File: src/rtl/trace_filter_multi_window_if.sv
`default_nettype none
// ============================================================================
// Module      : trace_filter_multi_window_if
// Description : Commit-trace side bundle for the multi-window trace filter.
// Revision    : 1.0 - initial release
// ============================================================================
interface trace_filter_multi_window_if #(
    parameter int INSTR_WIDTH       = 32,
    parameter int HPM_COUNTER_WIDTH = 64,
    parameter int WINDOW_WIDTH      = 4,
    parameter int STAT_WIDTH        = 32
);
    logic                         pc_valid;
    logic [INSTR_WIDTH-1:0]       instr;
    logic [HPM_COUNTER_WIDTH-1:0] trap_counter;
    logic [HPM_COUNTER_WIDTH-1:0] interrupt_counter;
    logic [4:0]                   cat_enable;
    logic [4:0]                   post_enable;
    logic [WINDOW_WIDTH-1:0]      post_count;
    logic                         stats_clear;
    logic                         drop_instr;
    logic [STAT_WIDTH-1:0]        kept_count;
    logic [STAT_WIDTH-1:0]        dropped_count;

    modport master (
        output pc_valid,
        output instr,
        output trap_counter,
        output interrupt_counter,
        output cat_enable,
        output post_enable,
        output post_count,
        output stats_clear,
        input  drop_instr,
        input  kept_count,
        input  dropped_count
    );

    modport slave (
        input  pc_valid,
        input  instr,
        input  trap_counter,
        input  interrupt_counter,
        input  cat_enable,
        input  post_enable,
        input  post_count,
        input  stats_clear,
        output drop_instr,
        output kept_count,
        output dropped_count
    );
endinterface
`default_nettype wire

File: src/rtl/trace_filter_multi_window.sv
`default_nettype none
// ============================================================================
// Module      : trace_filter_multi_window
// Description : Classifies committed instructions and keeps/drops them, with
//               a programmable post-event window and saturating statistics.
// Revision    : 1.0 - initial release
// ============================================================================
module trace_filter_multi_window #(
    parameter int INSTR_WIDTH       = 32,
    parameter int HPM_COUNTER_WIDTH = 64,
    parameter int WINDOW_WIDTH      = 4,
    parameter int STAT_WIDTH        = 32
) (
    input  logic                        clk,
    input  logic                        rst_n,
    trace_filter_multi_window_if.slave  tf
);

    localparam logic [6:0]             BRANCH_OPCODE   = 7'b1100011;
    localparam logic [6:0]             JAL_OPCODE      = 7'b1101111;
    localparam logic [6:0]             JALR_OPCODE     = 7'b1100111;
    localparam logic [INSTR_WIDTH-1:0] WFI_INSTRUCTION = INSTR_WIDTH'(32'h1050_0073);
    localparam logic [STAT_WIDTH-1:0]  STAT_MAX        = '1;
    localparam logic [STAT_WIDTH-1:0]  STAT_ONE        = STAT_WIDTH'(1);
    localparam logic [WINDOW_WIDTH-1:0] WIN_ONE        = WINDOW_WIDTH'(1);

    // ------------------------------------------------------------------
    // Registered state
    // ------------------------------------------------------------------
    logic [WINDOW_WIDTH-1:0]      window_cnt_q, window_cnt_d;
    logic                         trap_pending_q, trap_pending_d;
    logic                         irq_pending_q, irq_pending_d;
    logic                         primed_q;
    logic [HPM_COUNTER_WIDTH-1:0] trap_q;
    logic [HPM_COUNTER_WIDTH-1:0] irq_q;
    logic [STAT_WIDTH-1:0]        kept_q, kept_d;
    logic [STAT_WIDTH-1:0]        dropped_q, dropped_d;

    // ------------------------------------------------------------------
    // Instruction decode
    // ------------------------------------------------------------------
    logic [15:0] w_c;
    logic [6:0]  w_opcode;
    logic        w_is_comp;
    logic [2:0]  w_c_f3;
    logic [3:0]  w_c_f4;
    logic        w_branch;
    logic        w_jump;
    logic        w_wfi;
    logic        w_c_jr_jalr;

    assign w_c       = tf.instr[15:0];
    assign w_opcode  = tf.instr[6:0];
    assign w_is_comp = (w_c[1:0] != 2'b11);
    assign w_c_f3    = w_c[15:13];
    assign w_c_f4    = w_c[15:12];

    // C.JR / C.JALR: quadrant 2, funct4 100x, rs1 != 0, rs2 == 0
    assign w_c_jr_jalr = w_is_comp && (w_c[1:0] == 2'b10)
                       && ((w_c_f4 == 4'b1000) || (w_c_f4 == 4'b1001))
                       && (w_c[11:7] != 5'd0) && (w_c[6:2] == 5'd0);

    assign w_branch = (!w_is_comp && (w_opcode == BRANCH_OPCODE))
                    || (w_is_comp && (w_c[1:0] == 2'b01)
                        && ((w_c_f3 == 3'b110) || (w_c_f3 == 3'b111)));

    assign w_jump = (!w_is_comp && ((w_opcode == JAL_OPCODE) || (w_opcode == JALR_OPCODE)))
                  || (w_is_comp && (w_c[1:0] == 2'b01) && (w_c_f3 == 3'b001))
                  || w_c_jr_jalr;

    assign w_wfi = (tf.instr == WFI_INSTRUCTION);

    // ------------------------------------------------------------------
    // Keep / drop decision
    // ------------------------------------------------------------------
    logic [4:0]              w_ev_cat;
    logic                    w_keep;
    logic                    w_armed;
    logic [WINDOW_WIDTH-1:0] w_dec;
    logic [WINDOW_WIDTH-1:0] w_load;

    assign w_ev_cat = {irq_pending_q, trap_pending_q, w_wfi, w_jump, w_branch} & tf.cat_enable;
    assign w_keep   = (w_ev_cat != 5'd0) || (window_cnt_q != '0);
    assign w_armed  = ((w_ev_cat & tf.post_enable) != 5'd0);
    assign w_dec    = (window_cnt_q == '0) ? '0 : (window_cnt_q - WIN_ONE);
    // Overlapping events may only extend the remaining window
    assign w_load   = (w_dec > tf.post_count) ? w_dec : tf.post_count;

    assign tf.drop_instr    = tf.pc_valid & ~w_keep;
    assign tf.kept_count    = kept_q;
    assign tf.dropped_count = dropped_q;

    // ------------------------------------------------------------------
    // Counter change detection (inequality, so wrap-around is an event)
    // ------------------------------------------------------------------
    logic w_trap_change;
    logic w_irq_change;

    assign w_trap_change = primed_q && (tf.trap_counter != trap_q);
    assign w_irq_change  = primed_q && (tf.interrupt_counter != irq_q);

    // ------------------------------------------------------------------
    // Next-state logic
    // ------------------------------------------------------------------
    always_comb begin
        window_cnt_d   = window_cnt_q;
        trap_pending_d = trap_pending_q;
        irq_pending_d  = irq_pending_q;
        kept_d         = kept_q;
        dropped_d      = dropped_q;

        if (tf.pc_valid) begin
            window_cnt_d   = w_armed ? w_load : w_dec;
            trap_pending_d = 1'b0;
            irq_pending_d  = 1'b0;
        end
        // A fresh change outranks consumption by the current instruction
        if (w_trap_change) begin
            trap_pending_d = 1'b1;
        end
        if (w_irq_change) begin
            irq_pending_d = 1'b1;
        end

        if (tf.stats_clear) begin
            kept_d    = '0;
            dropped_d = '0;
        end else if (tf.pc_valid) begin
            if (w_keep) begin
                if (kept_q != STAT_MAX) begin
                    kept_d = kept_q + STAT_ONE;
                end
            end else begin
                if (dropped_q != STAT_MAX) begin
                    dropped_d = dropped_q + STAT_ONE;
                end
            end
        end
    end

    always_ff @(posedge clk or negedge rst_n) begin
        if (!rst_n) begin
            window_cnt_q   <= '0;
            trap_pending_q <= 1'b0;
            irq_pending_q  <= 1'b0;
            primed_q       <= 1'b0;
            trap_q         <= '0;
            irq_q          <= '0;
            kept_q         <= '0;
            dropped_q      <= '0;
        end else begin
            window_cnt_q   <= window_cnt_d;
            trap_pending_q <= trap_pending_d;
            irq_pending_q  <= irq_pending_d;
            primed_q       <= 1'b1;
            trap_q         <= tf.trap_counter;
            irq_q          <= tf.interrupt_counter;
            kept_q         <= kept_d;
            dropped_q      <= dropped_d;
        end
    end

endmodule
`default_nettype wire

File: src/flat_wrapper.sv
// flat-port wrapper written by rule: the top's interface ports become plain ports
module trace_filter_multi_window_flat 
#(
    parameter int INSTR_WIDTH       = 32,
    parameter int HPM_COUNTER_WIDTH = 64,
    parameter int WINDOW_WIDTH      = 4,
    parameter int STAT_WIDTH        = 32
)
  (clk, rst_n, tf_pc_valid, tf_instr, tf_trap_counter, tf_interrupt_counter, tf_cat_enable, tf_post_enable, tf_post_count, tf_stats_clear, tf_drop_instr, tf_kept_count, tf_dropped_count);
  trace_filter_multi_window_if #(.INSTR_WIDTH(INSTR_WIDTH), .HPM_COUNTER_WIDTH(HPM_COUNTER_WIDTH), .WINDOW_WIDTH(WINDOW_WIDTH), .STAT_WIDTH(STAT_WIDTH)) tf_i ();
  input  logic clk;
  input  logic rst_n;
  input wire logic [$bits(tf_i.pc_valid)-1:0] tf_pc_valid;
  input wire logic [$bits(tf_i.instr)-1:0] tf_instr;
  input wire logic [$bits(tf_i.trap_counter)-1:0] tf_trap_counter;
  input wire logic [$bits(tf_i.interrupt_counter)-1:0] tf_interrupt_counter;
  input wire logic [$bits(tf_i.cat_enable)-1:0] tf_cat_enable;
  input wire logic [$bits(tf_i.post_enable)-1:0] tf_post_enable;
  input wire logic [$bits(tf_i.post_count)-1:0] tf_post_count;
  input wire logic [$bits(tf_i.stats_clear)-1:0] tf_stats_clear;
  output wire logic [$bits(tf_i.drop_instr)-1:0] tf_drop_instr;
  output wire logic [$bits(tf_i.kept_count)-1:0] tf_kept_count;
  output wire logic [$bits(tf_i.dropped_count)-1:0] tf_dropped_count;
  assign tf_i.pc_valid = tf_pc_valid;
  assign tf_i.instr = tf_instr;
  assign tf_i.trap_counter = tf_trap_counter;
  assign tf_i.interrupt_counter = tf_interrupt_counter;
  assign tf_i.cat_enable = tf_cat_enable;
  assign tf_i.post_enable = tf_post_enable;
  assign tf_i.post_count = tf_post_count;
  assign tf_i.stats_clear = tf_stats_clear;
  assign tf_drop_instr = tf_i.drop_instr;
  assign tf_kept_count = tf_i.kept_count;
  assign tf_dropped_count = tf_i.dropped_count;
  trace_filter_multi_window #(.INSTR_WIDTH(INSTR_WIDTH), .HPM_COUNTER_WIDTH(HPM_COUNTER_WIDTH), .WINDOW_WIDTH(WINDOW_WIDTH), .STAT_WIDTH(STAT_WIDTH)) u_core (.clk(clk), .rst_n(rst_n), .tf(tf_i));
endmodule
File: config.mk
export PLATFORM = sky130hd
export DESIGN_NAME = trace_filter_multi_window_flat
export DESIGN_NICKNAME = d
export VERILOG_FILES = /design/src/rtl/trace_filter_multi_window_if.sv /design/src/rtl/trace_filter_multi_window.sv /design/src/flat_wrapper.sv
export SDC_FILE = /design/constraint.sdc
export NUM_CORES = 1
export LEC_CHECK = 0
export CAP_MARGIN = 20
export CORE_ASPECT_RATIO = 0.9
export CORE_MARGIN = 8
export CORE_UTILIZATION = 49
export DETAILED_ROUTE_END_ITERATION = 10
export GPL_ROUTABILITY_DRIVEN = 0
export PLACE_DENSITY = 0.82
export SETUP_SLACK_MARGIN = 0.3
export SYNTH_ARGS = -nofsm -noshare
export SYNTH_HDL_FRONTEND = slang
export SYNTH_SLANG_ARGS = --single-unit
export TNS_END_PERCENT = 10
File: constraint.sdc
create_clock -name clk -period 3.45 [get_ports clk]
set_input_delay 0.69 -clock clk [delete_from_list [all_inputs] [get_ports clk]]
set_output_delay 0.69 -clock clk [all_outputs]
set_load 0.02 [all_outputs]
Word level (Yosys, flattened, before mapping) --
Cells that the tools add are included.
Storage, ports and cells: register bits after elaboration 199, input bits 178, output and inout port bits 65, word-level logic and storage cells 80
Cells by class: $add $sub $neg 3, magnitude comparators 1, eq/ne operators 17, mux-type cells 14, bitwise operators 4, reduce and logical (&&, ||, !) cells 33
Operators with widths (number):
- $mux W32 | 8
- $ne A64 B64 Y1 | 2
- $add A32 B1 Y32 const B | 2
- $ne A32 B32 Y1 const B | 2
- $eq A32 B29 Y1 const B | 1
- $eq A7 B7 Y1 const B | 3
- $reduce_bool A5 Y1 | 3
- $mux W4 | 3
- $reduce_bool A2 Y1 | 6
- $logic_and A1 B1 Y1 | 11
- $and A5 B5 Y5 | 2
- $eq A4 B4 Y1 const B | 2
- $logic_or A1 B1 Y1 | 7
- $eq A3 B3 Y1 const B | 2
- $reduce_and A3 Y1 | 2
- $logic_not A5 Y1 | 1
- $gt A4 B4 Y1 | 1
- $logic_not A4 Y1 | 1
- $ne A2 B2 Y1 const B | 2
- $reduce_bool A4 Y1 | 1
- $sub A4 B1 Y4 const B | 1
- $eq A3 B1 Y1 const B | 1
- $mux W1 | 3
- $eq A2 B1 Y1 const B | 1
- 4 further kinds | 4

Logic depth before layout (Yosys ltp) --
Gate-level depths: netlist (run 1).
word-level depth 12, mapped depth 11

Worst setup path after synthesis (run 1) --
Ideal clock, no wire load.
path kind input-to-output, from input port tf_instr[6], to output port tf_drop_instr, arrival time 2092 ps, required time 2760 ps, setup slack 668 ps, stages 5, buffers on the path 0, cells stage by stage and3_1 -> nand4_1 -> nand4_2 -> or3_1 -> nor3_1
On the way: longest elaborated chain between the ends 10
RTL lines:
- start, declared | line flat_wrapper.sv:14 | input wire logic [$bits(tf_i.instr)-1:0] tf_instr;
- $eq A7 B7 Y1 | line trace_filter_multi_window.sv:67 | assign w_jump = (!w_is_comp && ((w_opcode == JAL_OPCODE) || (w_opcode == JALR_OPCODE)))
- $logic_or A1 B1 Y1 | line trace_filter_multi_window.sv:67
- $logic_and A1 B1 Y1 | line trace_filter_multi_window.sv:67
- $logic_or A1 B1 Y1 | line trace_filter_multi_window.sv:68 | || (w_is_comp && (w_c[1:0] == 2'b01) && (w_c_f3 == 3'b001))
- $logic_or A1 B1 Y1 | line trace_filter_multi_window.sv:69 | || w_c_jr_jalr;
- $and A5 B5 Y5 * | line trace_filter_multi_window.sv:82 | assign w_ev_cat = {irq_pending_q, trap_pending_q, w_wfi, w_jump, w_branch} & tf.cat_enable;
- $reduce_bool A5 Y1 * | line trace_filter_multi_window.sv:83 | assign w_keep = (w_ev_cat != 5'd0) || (window_cnt_q != '0);
- $logic_or A1 B1 Y1 * | line trace_filter_multi_window.sv:83
- $not A1 Y1 * | line trace_filter_multi_window.sv:89 | assign tf.drop_instr = tf.pc_valid & ~w_keep;
- $and A1 B1 Y1 * | line trace_filter_multi_window.sv:89
- end, declared | line flat_wrapper.sv:21 | output wire logic [$bits(tf_i.drop_instr)-1:0] tf_drop_instr;
Every way passes the cells marked *; elsewhere a longest branch is shown, timed or not.

Final worst setup path (run 1) --
from input port tf_instr[0], to output port tf_drop_instr
On the way: longest elaborated chain between the ends 11
RTL lines:
- $ne A2 B2 Y1 / $eq A2 B2 Y1 (equally long branches) | line trace_filter_multi_window.sv:54, trace_filter_multi_window.sv:59
- $logic_and A1 B1 Y1 | line trace_filter_multi_window.sv:59 | assign w_c_jr_jalr = w_is_comp && (w_c[1:0] == 2'b10)
- $logic_and A1 B1 Y1 | line trace_filter_multi_window.sv:60 | && ((w_c_f4 == 4'b1000) || (w_c_f4 == 4'b1001))
- $logic_and A1 B1 Y1 (2 in a row) | line trace_filter_multi_window.sv:61 | && (w_c[11:7] != 5'd0) && (w_c[6:2] == 5'd0);
- $logic_or A1 B1 Y1 | line trace_filter_multi_window.sv:69
- $and A5 B5 Y5 * | line trace_filter_multi_window.sv:82
- $reduce_bool A5 Y1 * | line trace_filter_multi_window.sv:83
- $logic_or A1 B1 Y1 * | line trace_filter_multi_window.sv:83
- $not A1 Y1 * | line trace_filter_multi_window.sv:89
- $and A1 B1 Y1 * | line trace_filter_multi_window.sv:89
Marked as above.

==> results.md, run 1 <==
- DR vias: 7164
- Buf+Inv Stages, Crit Path: 2
- Total Routing Usage GR: 20.2%
- Clock Skew: 0.0188 ns
- Simple-Gate Fraction of Synth Area: 18.5%
- NumNets Final: 1247
- Largest family of logic cells by synthesized area: simple AND/OR/NAND/NOR gates
- Worst Path Max Fanout: 3
- Remaining routing DRC violations: 0
- WL final: 23.1 mm
- Setup TNS Final: 0 ns
- CP endpoint kind: primary output
- Fin crit share: 88.9%
- Final global-route overflow total: 0
- Fmax: 326 MHz
- Commonest non-fill, non-tap cells in the layout: clkdlybuf4s50_1 (239), dfrtp_1 (199), xnor2_1 (145), nand4_1 (62), nor2_1 (56)
- Fin util: 68.5%
- Min Clock Period, post-route: 3.07 ns
- Register area share after synthesis: 55.3%
- Synthesized cell area: 0.00900 sq mm
- Synth cell types: 66
- Synth top area share: 55.3%
- IO Port Bufs: 242
- First-pass iteration count of the detailed router: 5
- Global-route wire length before repair: 37.6 mm
- Final setup violation count: 0
- CP Launch Type: input pin
- Worst skew pair latency: 0.43 ns
- Multiplexer share of the synthesized area: 0.862%
- Chip height: 145 um
- # diodes: 0
- Worst path max stage delay: 0.47 ns
- Final slew viol count: 0
- Vias in the first global route: 7553
- I/O pins: 243
- Largest net degree at the start of global routing: 85
- Worst EP required: 2.76 ns
- Max IR drop VDD: 0.343 mV
- Cells along the critical path: clkdlybuf4s50_1 -> and3_1 -> nand4_1 -> nand4_2 -> or3_1 -> nor3_1 -> buf_2
- CP max-delay cell: clkdlybuf4s50_1
- Clock slew at reported path FFs: 0.07 ns
- Post-synthesis async set-or-reset flop share: 100%
- #FFs+latches synth: 199
- Post-Synth Adder-Cell Area: 0.834%
- EDFF count, synth: 0
- Clock root buffer: clkbuf_16
- Synthesized net count: 985
- Crit path arrival time: 2.38 ns
- RSZ-0062 raised after global routing: no
- Routed wl met3: 1.25 mm
- Synth-to-Final Area Change: 38.3%
- Max-slew headroom: 28.7%
- Row count: 47
- Initial antenna violation count: 0
- Outcome: finished, final reports clean
- CTS Buf Count: 17
- Max-cap violations: 0
- CTS sink cnt: 199
- # H-tree levels: 4
- Area contributors post-synth: dfrtp_1 (55%), xnor2_1 (14%), nand4_1 (4.3%)
- Via density: 5.42
- WP depth: 7
- Top delay family on crit path: simple AND/OR/NAND/NOR gates
- Max Root-Sink Buffers: 2
- Total die area: 0.0230 sq mm
- Max Used Layer: met4
- Cell area power density: 432 mW/mm^2
- Hold Crit Class: in2async
- Metal1 wirelength: 10.2 mm
- Die X: 159 um
- Yosys warnings: 0
- Initial Util: 49.5%
- Worst slew pin tran: 1.07 ns
- Hpwl dp: 17.7 mm
- Routed WL per cell: 17.5 um
- Layout cells sized above 1: 6.97%
- Final Hold Fails: 0
- WS Path Type: in2out
- Synth Area in Compound Gates: 7.38%
- Most common cell after layout, fill and taps aside: clkdlybuf4s50_1
- Detail Route met2 WL: 11.2 mm
- Instance count of the mapped netlist: 801
- Hold Slack: 0.278 ns
- Post-synthesis xor/xnor area fraction: 15.2%
- Initial DRC Count: 319
- CTS tree: yes
- Leakage: 4.85 nW
- Core area: 0.0182 sq mm
- Post-synth top flop: dfrtp_1
- Post-synthesis area per instance: 11.2 sq um
- R2r worst-path depth: 8
- Area leader, netlist: dfrtp_1
- Routed Antenna Nets: 0
[logic make-up after synthesis]
kind of cell / count (synthesis)
xor gates and xnor gates: 156
buffers and inverters: 39
muxes: 7
and+or+nand+nor: 294
AOI/OAI and AO/OA: 99
DFF: 199
adders and majority gates: 6
other: 1
[state kept, by name (all words and copies together) (netlist names)]
signal and count:
u_core.trap_q 64, u_core.tf.kept_count 32, u_core.window_cnt_q 4, u_core.irq_pending_q 1, u_core.tf.dropped_count 32, u_core.irq_q 64
u_core.trap_pending_q 1, u_core.primed_q 1
[stage by stage]
stage	total power [W]	instance area, sq um	setup slack, ns	cells
after CTS	0.00543	12400	0.301	1321
after global routing	0.00562	12400	0.309	1321
after floorplan	0.00293	9000	0.668	801
after global placement	0.00330	11800	-0.0349	1289
final	0.00538	12400	0.383	1321
after detailed placement	0.00333	11800	-0.121	1289
[timing repair]
action / CTS / global route
pin swaps: 0 / 0
gates resized for setup: 6 / 1
setup endpoints to repair: 1 / 2
buffers inserted: 0 / 0
hold buffers: 0 / 0
[power breakdown]
group,switching [W],leakage [nW],internal [W]
logic,0.000355,2.08,0.000417
registers,0.0000748,2.46,0.00244
clock network,0.000908,0.303,0.00119
total,0.00134,4.85,0.00404
[worst register-to-register path, cell delays in order, from the launching register on]
cell	delay (ns)
dfrtp_1	0.43
or3_1	0.38
nor2_1	0.20
nand4_2	0.13
or3_1	0.41
buf_4	0.17
o21ai_2	0.48
nor3_1	0.12
mux2_1	0.33
[layout make-up]
cell class / count / area, sq um
well taps: 245 / 307
multi-input cells: 563 / 3860
repair buffers: 263 / 2600
clock inverters: 13 / 186
fillers: 1329 / 5730
inverters: 19 / 71.3
flip-flops and latches: 199 / 4980
clock buffers: 19 / 443
[final timing paths]
check | startpoint | to | slack (ns)
min in group clk | u_core.primed_q | u_core.trap_pending_q | 0.50
max | tf_instr[0] | tf_drop_instr | 0.38
min | rst_n | u_core.trap_q[26] | 0.28
min reg2reg | u_core.primed_q | u_core.trap_pending_q | 0.50
max reg2reg | u_core.window_cnt_q[1] | u_core.tf.kept_count[26] | 0.67
max in group asynchronous | rst_n | u_core.irq_q[8] | 2.36
[cell usage after synthesis, types with 14 or more instances]
master / number
a21oi_1: 35
and3_1: 14
dfrtp_1: 199
inv_1: 19
nand2_1: 37
nand3_1: 31
nand4_1: 62
nor2_1: 56
o21ai_0: 20
or3_1: 15
xnor2_1: 145
[layer usage]
metal | up-vias | GRT usage (%)
li1 | 3397 | -
met1 | 3516 | 25.0
met2 | 217 | 34.0
met3 | 34 | 5.26
met4 | 0 | 7.59
met5 | - | 0
Power figures use the tool's default switching activity.
==> run 2: changes to the inputs <==
--- a/config.mk
+++ b/config.mk
@@ -11,7 +11,8 @@
 export CORE_UTILIZATION = 49
 export DETAILED_ROUTE_END_ITERATION = 10
 export GPL_ROUTABILITY_DRIVEN = 0
-export PLACE_DENSITY = 0.82
+export MAX_ROUTING_LAYER = met4
+export PLACE_DENSITY = 0.81
 export SETUP_SLACK_MARGIN = 0.3
 export SYNTH_ARGS = -nofsm -noshare
 export SYNTH_HDL_FRONTEND = slang
==> run 2 against run 1 <==
Against the previous run: register-to-register slack worse by 0.07 ns; total power down 1.9%; via count down 0.47%.
==> results.md, run 2 (synthesis results as in run 1) <==
- Routed Antenna Nets: 0 (unchanged)
- Worst skew pair latency: 0.44 ns (about the same)
- CP Launch Point: tf_instr[1]
- # diodes: 0 (unchanged)
- Row count: 47 (unchanged)
- Layout cells sized above 1: 7.49% (+0.52 points)
- FF/Latch Area: 0.00498 sq mm (unchanged)
- Fin util: 68.5% (about the same)
- IO Port Bufs: 242 (unchanged)
- Fin area: 0.0124 sq mm (about the same)
- Gate power share: 14.8% (+0.5 points)
- Fillers: 1307 (-1.7%)
- Register-to-register setup slack: 0.60 ns (-0.07 ns)
- Total die area: 0.0230 sq mm (unchanged)
- Final global-route overflow total: 0 (unchanged)
- Clock Skew: 0.0109 ns (-0.00788 ns)
- Leakage: 4.86 nW (+0.21%)
- Outcome: finished, final reports clean
- RSZ-0062 raised after global routing: no
- Worst EP required: 2.76 ns (about the same)
- Reg2reg start: u_core.window_cnt_q[2]
- Crit path arrival time: 2.35 ns (-0.03 ns)
- Worst slew pin tran: 0.916 ns (-0.154 ns)
- CP Launch Type: input pin
- DR vias: 7130 (-0.47%)
- CTS tree: yes
- Commonest non-fill, non-tap cells in the layout: clkdlybuf4s50_1 (239), dfrtp_1 (199), xnor2_1 (145), nand4_1 (62), nor2_1 (56)
- Min Clock Period, post-route: 3.04 ns (-0.0264 ns)
- Most common cell after layout, fill and taps aside: clkdlybuf4s50_1
- CTS Buf Count: 17 (unchanged)
- Max IR drop VDD: 0.345 mV (+0.65%)
- Switching Power: 0.00143 W (+7.2%)
- Max-slew headroom: 38.9% (+10 points)
- # H-tree levels: 4 (unchanged)
- CTS sink cnt: 199 (unchanged)
- RR Endpoint: u_core.tf.kept_count[5]
- Clock slew at reported path FFs: 0.08 ns (about the same)
- I/O pins: 243 (unchanged)
- Max Root-Sink Buffers: 2 (unchanged)
- Area of the multi-input gates: 0.00386 sq mm (about the same)
- Layout Cells excl Fill: 1326 (+0.38%)
- Core area: 0.0182 sq mm (unchanged)
- Initial Util: 49.5% (unchanged)
- Power share of the clock group: 37.7% (-1.3 points)
- Worst Path Max Fanout: 4 (+1)
- Biggest regs: u_core.irq_q (64), u_core.trap_q (64)
- Hold Slack: 0.271 ns (-0.00717 ns)
- NumNets Final: 1252 (+0.40%)
- Final Hold Fails: 0 (unchanged)
- WS Path Type: in2out
- Fmax: 329 MHz (+0.87%)
- Synth-to-Final Area Change: 38.3% (about the same)
- Cell area power density: 424 mW/mm^2 (-2.0%)
- Clock root buffer: clkbuf_16
- Routed WL per cell: 17.6 um (+0.99%)
- Int Pwr: 0.00384 W (-4.9%)
- Critical path destination: tf_drop_instr
- Max-cap violations: 0 (unchanged)
- Largest net degree at the start of global routing: 80 (-5.9%)
- Final slew viol count: 0 (unchanged)
- Hold buffers post-CTS: 0 (unchanged)
- Post-CTS Setup Inserts: 0 (unchanged)
- R2r worst-path depth: 9 (+1)
- WL final: 23.4 mm (+1.4%)
- CP endpoint kind: primary output
- Setup TNS Final: 0 ns (unchanged)
- Sw Share: 27.2% (+2.3 points)
- Fin crit share: 88.1% (-0.77 points)
- Hpwl dp: 17.8 mm (+0.33%)
- Final setup violation count: 0 (unchanged)
- Initial DRC Count: 485 (+52%)
- Post-Place Cells: 1294 (+0.39%)
- Die X: 159 um (unchanged)
- Dpl cell area: 0.0118 sq mm (+0.21%)
- Total Routing Usage GR: 21.1% (+0.81 points)
- Hold Crit Class: in2async
- Via density: 5.38 (-0.85%)
- Global-route wire length before repair: 37.7 mm (+0.20%)
- First-pass iteration count of the detailed router: 5 (unchanged)
- Initial antenna violation count: 0 (unchanged)
- Chip height: 145 um (unchanged)
- Sequential Power Share: 47.6% (+0.9 points)
- Vias in the first global route: 7346 (-2.7%)
- Remaining routing DRC violations: 0 (unchanged)
-- run 2: critical path, cell delays in order --
cell,delay (ns)
clkdlybuf4s50_1,0.48
nor2b_1,0.19
nand4_1,0.13
nand4_2,0.12
or3_1,0.39
nor3_1,0.15
buf_2,0.20
-- run 2: power groups by stage --
stage	clock [W]	sequential (W)	combinational [W]
6_report	0.00199	0.00251	0.000779
4_1_cts	0.00205	0.00251	0.000786
5_1_grt	0.00215	0.00252	0.000860
3_3_place_gp	0	0.00255	0.000758
2_1_floorplan	0	0.00255	0.000381
3_5_place_dp	0	0.00256	0.000774
-- run 2: timing repair --
item | in CTS | in global routing
gates resized for setup | 6 | 1
setup endpoints to repair | 1 | 1
hold endpoints to repair | 0 | 0
-- run 2: layer usage --
metal / part of all wire [%] / vias to the layer above / track usage, %
li1: - / 3392 / -
met1: 44 / 3436 / 25.8
met2: 47 / 273 / 33.4
met3: 6.6 / 29 / 6.23
met4: 1.7 / 0 / 6.59
met5: 0 / - / -
-- run 2: layout make-up --
class                           count  share of cell area, %
Clock buffer                       17                   3.42
Clock inverter                     15                   1.46
Sequential cell                   199                   40.0
Multi-Input combinational cell    563                   31.0
Inverter                           19                  0.573
Tap cell                          245                   2.46
Timing Repair Buffer              268                   21.1
-- run 2: worst min path at each step --
stage / startpoint / endpoint / slack [ns] / depth (start not counted)
after floorplan: rst_n / u_core.irq_pending_q / 0.39 / 0
after CTS: rst_n / u_core.trap_q[42] / 0.28 / 1
after detailed placement: u_core.primed_q / u_core.trap_pending_q / 0.50 / 1
after global routing: rst_n / u_core.trap_q[42] / 0.31 / 1
final: rst_n / u_core.trap_q[42] / 0.27 / 1
after global placement: u_core.primed_q / u_core.irq_pending_q / 0.48 / 1
-- run 2: through the flow --
step	power [W]	worst slack, ns
floorplan	0.00293	0.668
global placement	0.00331	-0.0103
detailed placement	0.00333	-0.0689
CTS	0.00534	0.307
global route	0.00553	0.344
finish	0.00528	0.409
